===== config.mk =====
export PLATFORM = sky130hd
export DESIGN_NAME = ice_idver_regbank
export DESIGN_NICKNAME = d
export VERILOG_FILES = /design/src/rtl/ice_idver_regbank.sv
export SDC_FILE = /design/constraint.sdc
export NUM_CORES = 1
export LEC_CHECK = 0
export CAP_MARGIN = 20
export CORE_AREA = 2 2 136 204
export CTS_CLUSTER_SIZE = 40
export DETAILED_ROUTE_END_ITERATION = 7
export DIE_AREA = 0 0 138 206
export PLACE_DENSITY_LB_ADDON = 0.12
export SYNTH_ARGS = -nofsm -noshare
export SYNTH_HDL_FRONTEND = slang
export SYNTH_SLANG_ARGS = --single-unit

===== constraint.sdc =====
create_clock -name CLK -period 3.1 [get_ports CLK]
set_input_delay 0.62 -clock CLK [delete_from_list [all_inputs] [get_ports CLK]]
set_output_delay 0.62 -clock CLK [all_outputs]
set_load 0.005 [all_outputs]

===== src/rtl/ice_idver_regbank.sv =====
// ICE ID/version window plus capability/control register bank on the ICE debug bus.
// Latency: request accepted in cycle N, ICEACK/ICEDO/ICEERR presented in N+2 only.
// Backpressure: one outstanding access; strobes arriving while busy (N+1, N+2) are dropped.
module ice_idver_regbank #(
  parameter int                ADDR_W        = 32,
  parameter int                DATA_W        = 32,
  parameter logic [ADDR_W-1:0] IDVER_BASE    = 32'h0880_8000,
  parameter logic [ADDR_W-1:0] CAP_BASE      = 32'h0880_4000,
  parameter logic [DATA_W-1:0] FNAVAIL_RST   = 32'h0000_0003,
  parameter logic [DATA_W-1:0] FNAVAIL_WMASK = 32'h0000_0003
) (
  input  logic              CLK,
  input  logic              RESET,
  input  logic [DATA_W-1:0] IDVER,
  input  logic [ADDR_W-1:0] ICEIFA,
  input  logic              ICERD,
  input  logic              ICEWR,
  input  logic [DATA_W-1:0] ICEDI,
  output logic [DATA_W-1:0] ICEDO,
  output logic              ICEACK,
  output logic              ICEERR,
  output logic [DATA_W-1:0] FNAVAIL
);

  // Register offsets inside the capability window.
  localparam logic [11:0] OFF_SCRATCH = 12'h000;
  localparam logic [11:0] OFF_FNAVAIL = 12'h008;
  localparam logic [11:0] OFF_ACCCNT  = 12'h00C;
  localparam logic [11:0] OFF_ERRCNT  = 12'h010;

  // Access sequencing: IDLE accepts (cycle N), HOLD is N+1, RESP is N+2.
  typedef enum logic [1:0] {
    ST_IDLE = 2'd0,
    ST_HOLD = 2'd1,
    ST_RESP = 2'd2
  } state_t;

  state_t state;
  state_t state_nxt;

  logic              accept;
  logic              resp;

  logic [DATA_W-1:0] idver_q;
  logic [DATA_W-1:0] scratch;
  logic [DATA_W-1:0] fnavail_q;
  logic [DATA_W-1:0] acccnt;
  logic [DATA_W-1:0] errcnt;

  logic [DATA_W-1:0] rsp_dat;
  logic              rsp_err;

  logic              req;
  logic              hit_idver;
  logic              hit_cap;
  logic [11:0]       offset;
  logic              off_mapped;
  logic              acc_err;
  logic              acc_legal;
  logic [DATA_W-1:0] rd_dat;

  logic              wr_scratch;
  logic              wr_fnavail;
  logic              clr_acccnt;
  logic              clr_errcnt;

  // Address decode and error classification of the request presented this cycle.
  always_comb begin
    req        = ICERD | ICEWR;
    hit_idver  = (ICEIFA[ADDR_W-1:12] == IDVER_BASE[ADDR_W-1:12]);
    hit_cap    = (ICEIFA[ADDR_W-1:12] == CAP_BASE[ADDR_W-1:12]);
    offset     = ICEIFA[11:0];
    off_mapped = (offset == OFF_SCRATCH) || (offset == OFF_FNAVAIL) ||
                 (offset == OFF_ACCCNT)  || (offset == OFF_ERRCNT);
    // Simultaneous read+write, unmapped address, hole in the cap map and
    // writes to the read-only ID window are all reported as errors.
    acc_err    = (ICERD & ICEWR) ||
                 !(hit_idver || hit_cap) ||
                 (hit_cap && !off_mapped) ||
                 (hit_idver && ICEWR);
    acc_legal  = !acc_err;
  end

  // Read mux: sampled at accept, so reads observe pre-access register values.
  always_comb begin
    rd_dat = '0;
    if (hit_idver) begin
      rd_dat = idver_q;
    end else begin
      case (offset)
        OFF_SCRATCH: rd_dat = scratch;
        OFF_FNAVAIL: rd_dat = fnavail_q;
        OFF_ACCCNT:  rd_dat = acccnt;
        OFF_ERRCNT:  rd_dat = errcnt;
        default:     rd_dat = '0;
      endcase
    end
  end

  // Register write enables; only legal, accepted writes have any effect.
  always_comb begin
    wr_scratch = 1'b0;
    wr_fnavail = 1'b0;
    clr_acccnt = 1'b0;
    clr_errcnt = 1'b0;
    if (accept && acc_legal && ICEWR && hit_cap) begin
      wr_scratch = (offset == OFF_SCRATCH);
      wr_fnavail = (offset == OFF_FNAVAIL);
      clr_acccnt = (offset == OFF_ACCCNT);
      clr_errcnt = (offset == OFF_ERRCNT);
    end
  end

  // Access state register.
  always_ff @(posedge CLK) begin
    if (RESET) begin
      state <= ST_IDLE;
    end else begin
      state <= state_nxt;
    end
  end

  // Next-state logic; accept only from IDLE so strobes while busy are ignored.
  always_comb begin
    state_nxt = state;
    accept    = 1'b0;
    resp      = 1'b0;
    case (state)
      ST_IDLE: begin
        if (req) begin
          accept    = 1'b1;
          state_nxt = ST_HOLD;
        end
      end
      ST_HOLD: begin
        state_nxt = ST_RESP;
      end
      ST_RESP: begin
        resp      = 1'b1;
        state_nxt = ST_IDLE;
      end
      default: begin
        state_nxt = ST_IDLE;
      end
    endcase
  end

  // Bus outputs are forced to zero outside the response cycle so ICEDO can be OR-merged.
  always_comb begin
    ICEACK  = resp;
    ICEERR  = resp & rsp_err;
    ICEDO   = resp ? rsp_dat : '0;
    FNAVAIL = fnavail_q;
  end

  // Strap word pipeline register; reads see IDVER delayed by one cycle.
  always_ff @(posedge CLK) begin
    if (RESET) begin
      idver_q <= '0;
    end else begin
      idver_q <= IDVER;
    end
  end

  // Response capture at accept; writes and errors return zero data.
  always_ff @(posedge CLK) begin
    if (RESET) begin
      rsp_dat <= '0;
      rsp_err <= 1'b0;
    end else if (accept) begin
      rsp_err <= acc_err;
      rsp_dat <= (acc_err || ICEWR) ? '0 : rd_dat;
    end
  end

  // SCRATCH: plain full-width read/write register.
  always_ff @(posedge CLK) begin
    if (RESET) begin
      scratch <= '0;
    end else if (wr_scratch) begin
      scratch <= ICEDI;
    end
  end

  // FNAVAIL: only masked bits are writable, the rest keep their reset value.
  always_ff @(posedge CLK) begin
    if (RESET) begin
      fnavail_q <= FNAVAIL_RST;
    end else if (wr_fnavail) begin
      fnavail_q <= (ICEDI & FNAVAIL_WMASK) | (FNAVAIL_RST & ~FNAVAIL_WMASK);
    end
  end

  // ACCCNT: wrapping count of legal accesses; the clearing write is not counted.
  always_ff @(posedge CLK) begin
    if (RESET) begin
      acccnt <= '0;
    end else if (clr_acccnt) begin
      acccnt <= '0;
    end else if (accept && acc_legal) begin
      acccnt <= acccnt + DATA_W'(1);
    end
  end

  // ERRCNT: saturating count of error accesses, cleared by any write to it.
  always_ff @(posedge CLK) begin
    if (RESET) begin
      errcnt <= '0;
    end else if (clr_errcnt) begin
      errcnt <= '0;
    end else if (accept && acc_err && (errcnt != '1)) begin
      errcnt <= errcnt + DATA_W'(1);
    end
  end

endmodule


; Word level (Yosys, flattened, before mapping)
; Index checks and enable logic that the tools add are counted.
[totals]
regBits = 165
elab_cells = 57
[classes]
add_sub_neg = 2
n_eq_ne = 9
mux = 13
bitwise = 3
n_reduce_logical = 22
[op_table]
columns = operator, n
row1 = 32-bit case mux with 4 select lines, 1
row2 = 32-bit 2-to-1 mux, 3
row3 = "32-bit by 1-bit adder with 32-bit output, second input constant", 2
row4 = "20-bit by 16-bit == test with 1-bit output, second input constant", 2
row5 = "32-bit != test, second input constant", 1
row6 = "12-bit by 4-bit == test with 1-bit output, second input constant", 2
row7 = "12-bit by 5-bit == test with 1-bit output, second input constant", 1
row8 = 12-bit logical NOT, 1
row9 = 1-bit logical OR, 8
row10 = 1-bit logical AND, 7
row11 = 1-bit 2-to-1 mux, 7
row12 = 2-bit case mux with 2 select lines, 1
row13 = 2-bit OR reduction, 2
row14 = 1-bit logical NOT, 3
row15 = 1-bit AND, 2
row16 = "2-bit by 1-bit == test with 1-bit output, second input constant", 1
row17 = "2-bit == test, second input constant", 1
row18 = 2-bit logical NOT, 1
row19 = 2-bit 2-to-1 mux, 1
row20 = "2-bit != test, second input constant", 1
row21 = 1-bit bitwise OR, 1

; Depth between registers and ports, before layout
; Gate-level depths: netlist of the first run.
[depth]
word_depth = 14
depth_mapped = 9
mapped_depth_nobuf = 7

; Worst setup path after synthesis of the first run
; No wires, ideal clock.
[synth_path]
kind = input to register
startpoint = input ICEIFA[7]
endpoint = register errcnt[1]
setup_ps = 70
arrival_ps = 2411
required_ps = 3030
path_slack_ps = 620
path_stages = 8
n_path_buf = 2
path_cell_list = or4_4 -> nand4bb_1 -> a2111o_1 -> nand3_2 -> buf_6 -> buf_6 -> nand2_1 -> a21oi_1
[synth_via]
elab_chain_cells = 14
elab_cells_between_ends = 19
[synth_rtl]
columns = item, line
row1 = from (decl), 15  ; input logic [ADDR_W-1:0] ICEIFA,
row2 = 12-bit by 4-bit == test with 1-bit output or 12-bit logical NOT (tied branches), 73  ; off_mapped = (offset == OFF_SCRATCH) || (offset == OFF_FNAVAIL) ||
row3 = 1-bit logical OR (2 in a row), 73
row4 = 1-bit logical OR, 74  ; (offset == OFF_ACCCNT) || (offset == OFF_ERRCNT);
row5 = 1-bit logical NOT, 79  ; (hit_cap && !off_mapped) ||
row6 = 1-bit logical AND, 79
row7 = 1-bit logical OR, 78  ; !(hit_idver || hit_cap) ||
row8 = 1-bit logical OR, 79
row9 = 1-bit logical NOT, 81  ; acc_legal = !acc_err;
row10 = 1-bit logical AND (3 in a row), 106  ; if (accept && acc_legal && ICEWR && hit_cap) begin
row11 = 1-bit 2-to-1 mux, 106
row12 = 2-bit OR reduction (no line), n/a
row13 = to (signal assigned), 212  ; errcnt <= errcnt + DATA_W'(1);
row14 = to (decl), 48  ; logic [DATA_W-1:0] errcnt;
; Parallel ways exist; a longest one is shown, timed or not.
; A chain may end at the register's enable or synchronous reset.

; Worst setup path after layout of the first run
[layout_path]
startpoint = input ICEIFA[7]
endpoint = register acccnt[31]
[layout_via]
elab_chain_cells = 14
elab_cells_between_ends = 17
[layout_rtl]
columns = item, line
row1 = 12-bit by 4-bit == test with 1-bit output or 12-bit logical NOT (tied branches), 73
row2 = 1-bit logical OR (2 in a row), 73
row3 = 1-bit logical OR, 74
row4 = 1-bit logical NOT, 79
row5 = 1-bit logical AND, 79
row6 = 1-bit logical OR, 78
row7 = 1-bit logical OR, 79
row8 = 1-bit logical NOT, 81
row9 = 1-bit logical AND, "106, 200"
row10 = 1-bit logical AND (2 in a row), 106
row11 = 1-bit 2-to-1 mux, 106
row12 = 2-bit OR reduction (no line), n/a
row13 = to (signal assigned), 201  ; acccnt <= acccnt + DATA_W'(1);
row14 = to (decl), 47  ; logic [DATA_W-1:0] acccnt;
; Parallel ways exist; a longest one is shown, timed or not.

==> reports/qor.yml, run 1 <==
synth_fa_ha_area_frac: 0.00317
clock_sinks: 165
grt_pass1_vias: 6987
critPathRequiredTime_ns: 3.45
worstReg2RegEnd: "errcnt[13]"
switchingPower_mw: 1.10
die-area_um2: 28400
synth.area.top_cells: "dfxtp_1 42%, nand2_1 8.3%, mux2i_1 6.8%, a21oi_1 4.2%, o21ai_0 3.8%"
critPathKind: "primary input to flop"
worstMarginPinSlew_ns: 0.631
synth_xor_xnor_area_share: 0.0222
worstSetupStartpoint: "ICEIFA[7]"
ys.flop_type: "dfxtp_1"
track_usage: 0.181
wl_per_cell_um: 17.7
nets: 1209
synth_async_sr_flop_share: 0
fmax_mhz: 369
first_iter_violations: 366
crit_fanout: 10
place_congestion: 0.806
use_met2: 0.350
synth_cells: 967
cp_slowest_cell: "or4_4"
p_int_mw: 3.53
post-route-period-util: 0.873
cts_buffer_depth: 2
ioPinCount: 166
status: "finished clean"
p_leak_nw: 3.76
firstDrtPassIters: 6
wl_um: 25800
dieHeight_um: 206
ys_ff_latch: 165
crit_path_start_kind: "primary input"
drv_cap: 0
synth_top_area_cell: "dfxtp_1"
relSlewSlack: 0.579
final_core_util: 0.387
synth_most_common_cell: "nand2_1"
vias_per_cell: 4.94
yosysTopAreaCellShare: 0.418
grt_max_degree: 58
ys_seq_area_frac: 0.418
detail-route-antenna-nets: 0
postCtsHoldBufs: 0
clk_pin_slew_ns: 0.06
dpl_worst_slack_ns: -0.00473
synth_edf_count: 0
fin_crit_ns: 2.71
cp_slowest_stage_delay_ns: 0.58
crit_end: "acccnt[31]"
vias: 7222
timing.rr.start: "errcnt[3]"
syn_avg_cell_area_um2: 8.17
port_buffers: 135
yosys.area_share.simple: 0.299
row_count: 74
antenna_found_initial: 0
met1_usage: 0.204
antennaDiodeCount: 0
placed_area_um2: 9800
ys_types: 49
grt_pass1_wl_um: 39500
critPathCaptureType: "flop"
p_per_area_nw_per_um2: 446
cts_max_level: 4
cts-resized-gates: 0
switching_share: 0.238
core_um2: 26900
r2r_setup_slack_ns: 0.77
syn_area_um2: 7910
cts_buffers: 17
synth_top_family_by_area: "simple AND/OR/NAND/NOR gates"
root_buffer: "clkbuf_16"
cts_setup_buffers: 0
overflow: 0
grt_setup_unrepaired: "no"
setup_viol: 0
synth_mux_area_frac: 0.0684
combPwrFrac: 0.077
hold_violations: 0
layout-drive-gt1-share: 0.0804
slew_violations: 0
finalPower_mw: 4.63
met3_usage: 0.0273
drc: 0
fin_tns_setup_ns: 0
dp_hpwl_um: 19500
synth-compound-area-share: 0.127
r2r_cells: 7
synth-warning-count: 0
final_area_um2: 10400
p_clk_frac: 0.456
area_growth_pct: 31.3
synth_common_cells: "174 x nand2_1, 165 x dfxtp_1, 66 x a21oi_1"
hold_path_class: "flop to flop"
finClkSkew_ns: 0.0101
cts_tree: "built"
setup_ws_ns: 0.393
clock_latency_ns: 0.44
p_seq_frac: 0.467
start_util: 0.294
crit_arrival_ns: 3.06
grt.busiest_layer: "met2"
irDropWorstVdd_v: 0.000367
die_x_um: 138
crit_path_cell_trace: "clkdlybuf4s50_1 -> or4_4 -> nand4bb_1 -> a21oi_1 -> buf_4 -> nand4_1 -> buf_4 -> or3_1 -> a21oi_1"
==> state kept, by name, summed over array words and instances, names as in the netlist <==
register  cells
FNAVAIL       2
acccnt       32
errcnt       32
idver_q      32
rsp_dat      32
rsp_err       1
scratch      32
state         2
==> worst min path at each step <==
stage                     start           to  slack [ns]  cells after the start
global placement       state[1]     state[1]        0.43                      1
CTS                 rsp_dat[16]  rsp_dat[16]        0.45                      2
finish                 state[1]     state[1]        0.44                      1
detailed placement     state[1]     state[1]        0.43                      1
global route         idver_q[7]   rsp_dat[7]        0.46                      2
floorplan              state[1]     state[1]        0.41                      1
==> power by group through the flow <==
stage          Sequential (mW)  Clock (mW)  Combinational, mW
6_report                  2.17        2.11              0.355
5_1_grt                   2.17        2.25              0.384
4_1_cts                   2.17        2.17              0.358
3_5_place_dp              2.21           0              0.357
3_3_place_gp              2.21           0              0.356
2_1_floorplan             2.21           0              0.177
==> stage by stage <==
step,std cells,hold slack [ns]
finish,1462,0.444
global route,1462,0.458
CTS,1462,0.447
detailed placement,1430,0.435
global placement,1430,0.428
floorplan,996,0.414
==> cells by family after synthesis <==
logic type	count (synthesis)
and+or+nand+nor	454
xor gates and xnor gates	20
buffers and inverters	91
muxes	54
AOI/OAI and AO/OA	180
other	1
DFF	165
adders and majority gates	2
==> cell usage in the layout, fill, tap and decap left out, drive strengths merged, types with 3 or more instances in the layout <==
| cell type | Yosys | routed |
|---|---|---|
| nand2 | 174 | 174 |
| dfxtp | 165 | 165 |
| clkdlybuf4s50 | 0 | 133 |
| o21ai | 73 | 73 |
| a21oi | 66 | 66 |
| mux2i | 54 | 54 |
| buf | 43 | 47 |
| and2 | 41 | 41 |
| nor2 | 40 | 40 |
| nor2b | 36 | 36 |
| conb | 1 | 30 |
| nand3 | 30 | 30 |
| nand4 | 29 | 29 |
| or3 | 27 | 27 |
| and3 | 20 | 20 |
| clkbuf | 45 | 18 |
| xor2 | 17 | 17 |
| a22oi | 16 | 16 |
| or4 | 16 | 16 |
| and4 | 12 | 12 |
| o211ai | 11 | 11 |
| nor4 | 9 | 9 |
| clkinv | 0 | 7 |
| inv | 3 | 7 |
| o31ai | 5 | 5 |
| nor4b | 5 | 5 |
| nand2b | 4 | 4 |
| xnor2 | 3 | 3 |
| nor3 | 3 | 3 |
==> area by class of cell <==
cell class | instances | area [um2]
clock buffers | 18 | 429
clock inverters | 14 | 148
fillers | 2813 | 16500
inverters | 3 | 11.3
multi-input cells | 740 | 4270
flip-flops and latches | 165 | 3300
well taps | 342 | 428
repair buffers | 180 | 1790
==> layer usage <==
metal  share of wire  wire, um
met1            0.40     10400
met2            0.55     14200
met3           0.029       746
met4           0.018       463
met5               0         0
==> critical path, delay by kind of cell <==
kind                   cells  cell delay, ns
buffers and inverters      3            0.73
AOI/OAI and AO/OA          2            0.39
and+or+nand+nor            4            1.31
No activity file was read; power rests on OpenSTA's default activity.
==> inputs of run 2 (changes only) <==
==> constraint.sdc (replaced) <==
create_clock -name CLK -period 3.1 [get_ports CLK]
set_input_delay 0.62 -clock CLK [delete_from_list [all_inputs] [get_ports CLK]]
set_output_delay 0.62 -clock CLK [all_outputs]
set_load 0.01 [all_outputs]
==> reports/qor.yml, run 2 (synthesized netlist as in run 1, its figures left out) <==
cts_tree: "built"
cts_buffers: 17
r2r_cells: 7
row_count: 74
clock_latency_ns: 0.44
grt_setup_unrepaired: "no"
dpl_worst_slack_ns: -0.0185
vias_per_cell: 4.89
irDropWorstVdd_v: 0.000351
r2r_setup_slack_ns: 0.74
core_um2: 26900
grt_max_degree: 58
first_iter_violations: 309
area_growth_pct: 31.1
port_buffers: 135
drc: 0
start_util: 0.294
worstMarginPinSlew_ns: 0.614
vias: 7135
slew_violations: 0
worstReg2RegEnd: "errcnt[22]"
holdPathStages: 2
clk_pin_slew_ns: 0.06
p_int_mw: 3.55
crit_arrival_ns: 3.03
die_x_um: 138
worstHoldEndpoint: "rsp_dat[16]"
fin_tns_setup_ns: 0
firstDrtPassIters: 4
cts_max_level: 4
relSlewSlack: 0.591
cts-resized-gates: 0
clock_sinks: 165
post-route-period-util: 0.860
combPwrFrac: 0.076
switching_share: 0.241
finalPower_mw: 4.67
overflow: 0
wl_per_cell_um: 17.5
fin_crit_ns: 2.67
setup_ws_ns: 0.433
hold_path_class: "flop to flop"
worstHoldStart: "rsp_dat[16]"
final_common_cell: "nand2_1"
critPathKind: "primary input to flop"
setup_viol: 0
die-area_um2: 28400
status: "finished clean"
detail-route-antenna-nets: 0
layout_common_cells: "174 x nand2_1, 165 x dfxtp_1, 133 x clkdlybuf4s50_1, 66 x a21oi_1, 60 x o21ai_0"
wl_um: 25600
ioPinCount: 166
worstSetupStartpoint: "ICEIFA[7]"
grt_pass1_wl_um: 39200
crit_path_start_kind: "primary input"
p_leak_nw: 3.74
postCtsHoldBufs: 0
timing.rr.start: "errcnt[16]"
crit_fanout: 8
place_congestion: 0.811
dieHeight_um: 206
p_seq_frac: 0.464
cts_buffer_depth: 2
p_clk_frac: 0.460
fmax_mhz: 375
finClkSkew_ns: 0.0131
switchingPower_mw: 1.12
root_buffer: "clkbuf_16"
nets: 1206
critPathRequiredTime_ns: 3.47
grt_pass1_vias: 6907
critPathCaptureType: "flop"
antenna_found_initial: 0
dp_hpwl_um: 19400
track_usage: 0.179
p_per_area_nw_per_um2: 450
final_core_util: 0.386
drv_cap: 0
cts_setup_buffers: 0
hold_violations: 0
antennaDiodeCount: 0
layout-drive-gt1-share: 0.0780
==> run 2: cell count changes in the layout (fill, tap and decap cells not counted) <==
| cell | change |
|---|---|
| clkinv_2 | -2 |
| inv_6 | +1 |
| clkbuf_1 | -1 |
| buf_4 | -3 |
| clkbuf_8 | +1 |
| clkinv_4 | -1 |
| clkinvlp_4 | +1 |
==> run 2: final cells by class <==
cell class / instances / area [um2]
inverters: 3 / 11.3
clock inverters: 13 / 145
multi-input cells: 740 / 4270
fillers: 2869 / 16500
clock buffers: 18 / 439
well taps: 342 / 428
repair buffers: 177 / 1770
flip-flops and latches: 165 / 3300
==> run 2: power groups by stage <==
stage | logic [mW] | registers, mW | clock network (mW)
3_5_place_dp | 0.360 | 2.21 | 0
5_1_grt | 0.387 | 2.17 | 2.28
6_report | 0.356 | 2.16 | 2.15
3_3_place_gp | 0.360 | 2.21 | 0
2_1_floorplan | 0.186 | 2.21 | 0
4_1_cts | 0.362 | 2.16 | 2.21
==> run 2: layer usage <==
layer	up-vias	GRT usage	part of all wire
met5	-	0	0
met1	3388	0.202	0.41
met4	0	0.0587	0.021
met2	121	0.343	0.54
li1	3602	-	-
met3	24	0.0269	0.025
==> run 2: worst max-delay path by stage <==
stage / end / slack, ns / cells after the start
4_1_cts: ICEDO[1] / 0.39 / 4
3_3_place_gp: rsp_dat[8] / 0.003 / 11
3_5_place_dp: rsp_dat[8] / -0.02 / 11
2_1_floorplan: errcnt[1] / 0.62 / 8
6_report: acccnt[28] / 0.43 / 8
5_1_grt: acccnt[28] / 0.28 / 8
==> run 2: critical path, stage by stage <==
cell and delay, ns:
clkdlybuf4s50_1 0.39, or4_4 0.58, nand4bb_1 0.29, a21oi_1 0.21
buf_4 0.16, nand4_1 0.24, or3_1 0.39, a21oi_1 0.15
==> run 2: metrics by stage <==
step	cell area (um2)	std cells	hold slack (ns)
after detailed placement	9780	1427	0.435
after global routing	10400	1458	0.460
after CTS	10400	1458	0.447
after global placement	9780	1427	0.429
after floorplan	8010	996	0.414
final	10400	1458	0.442
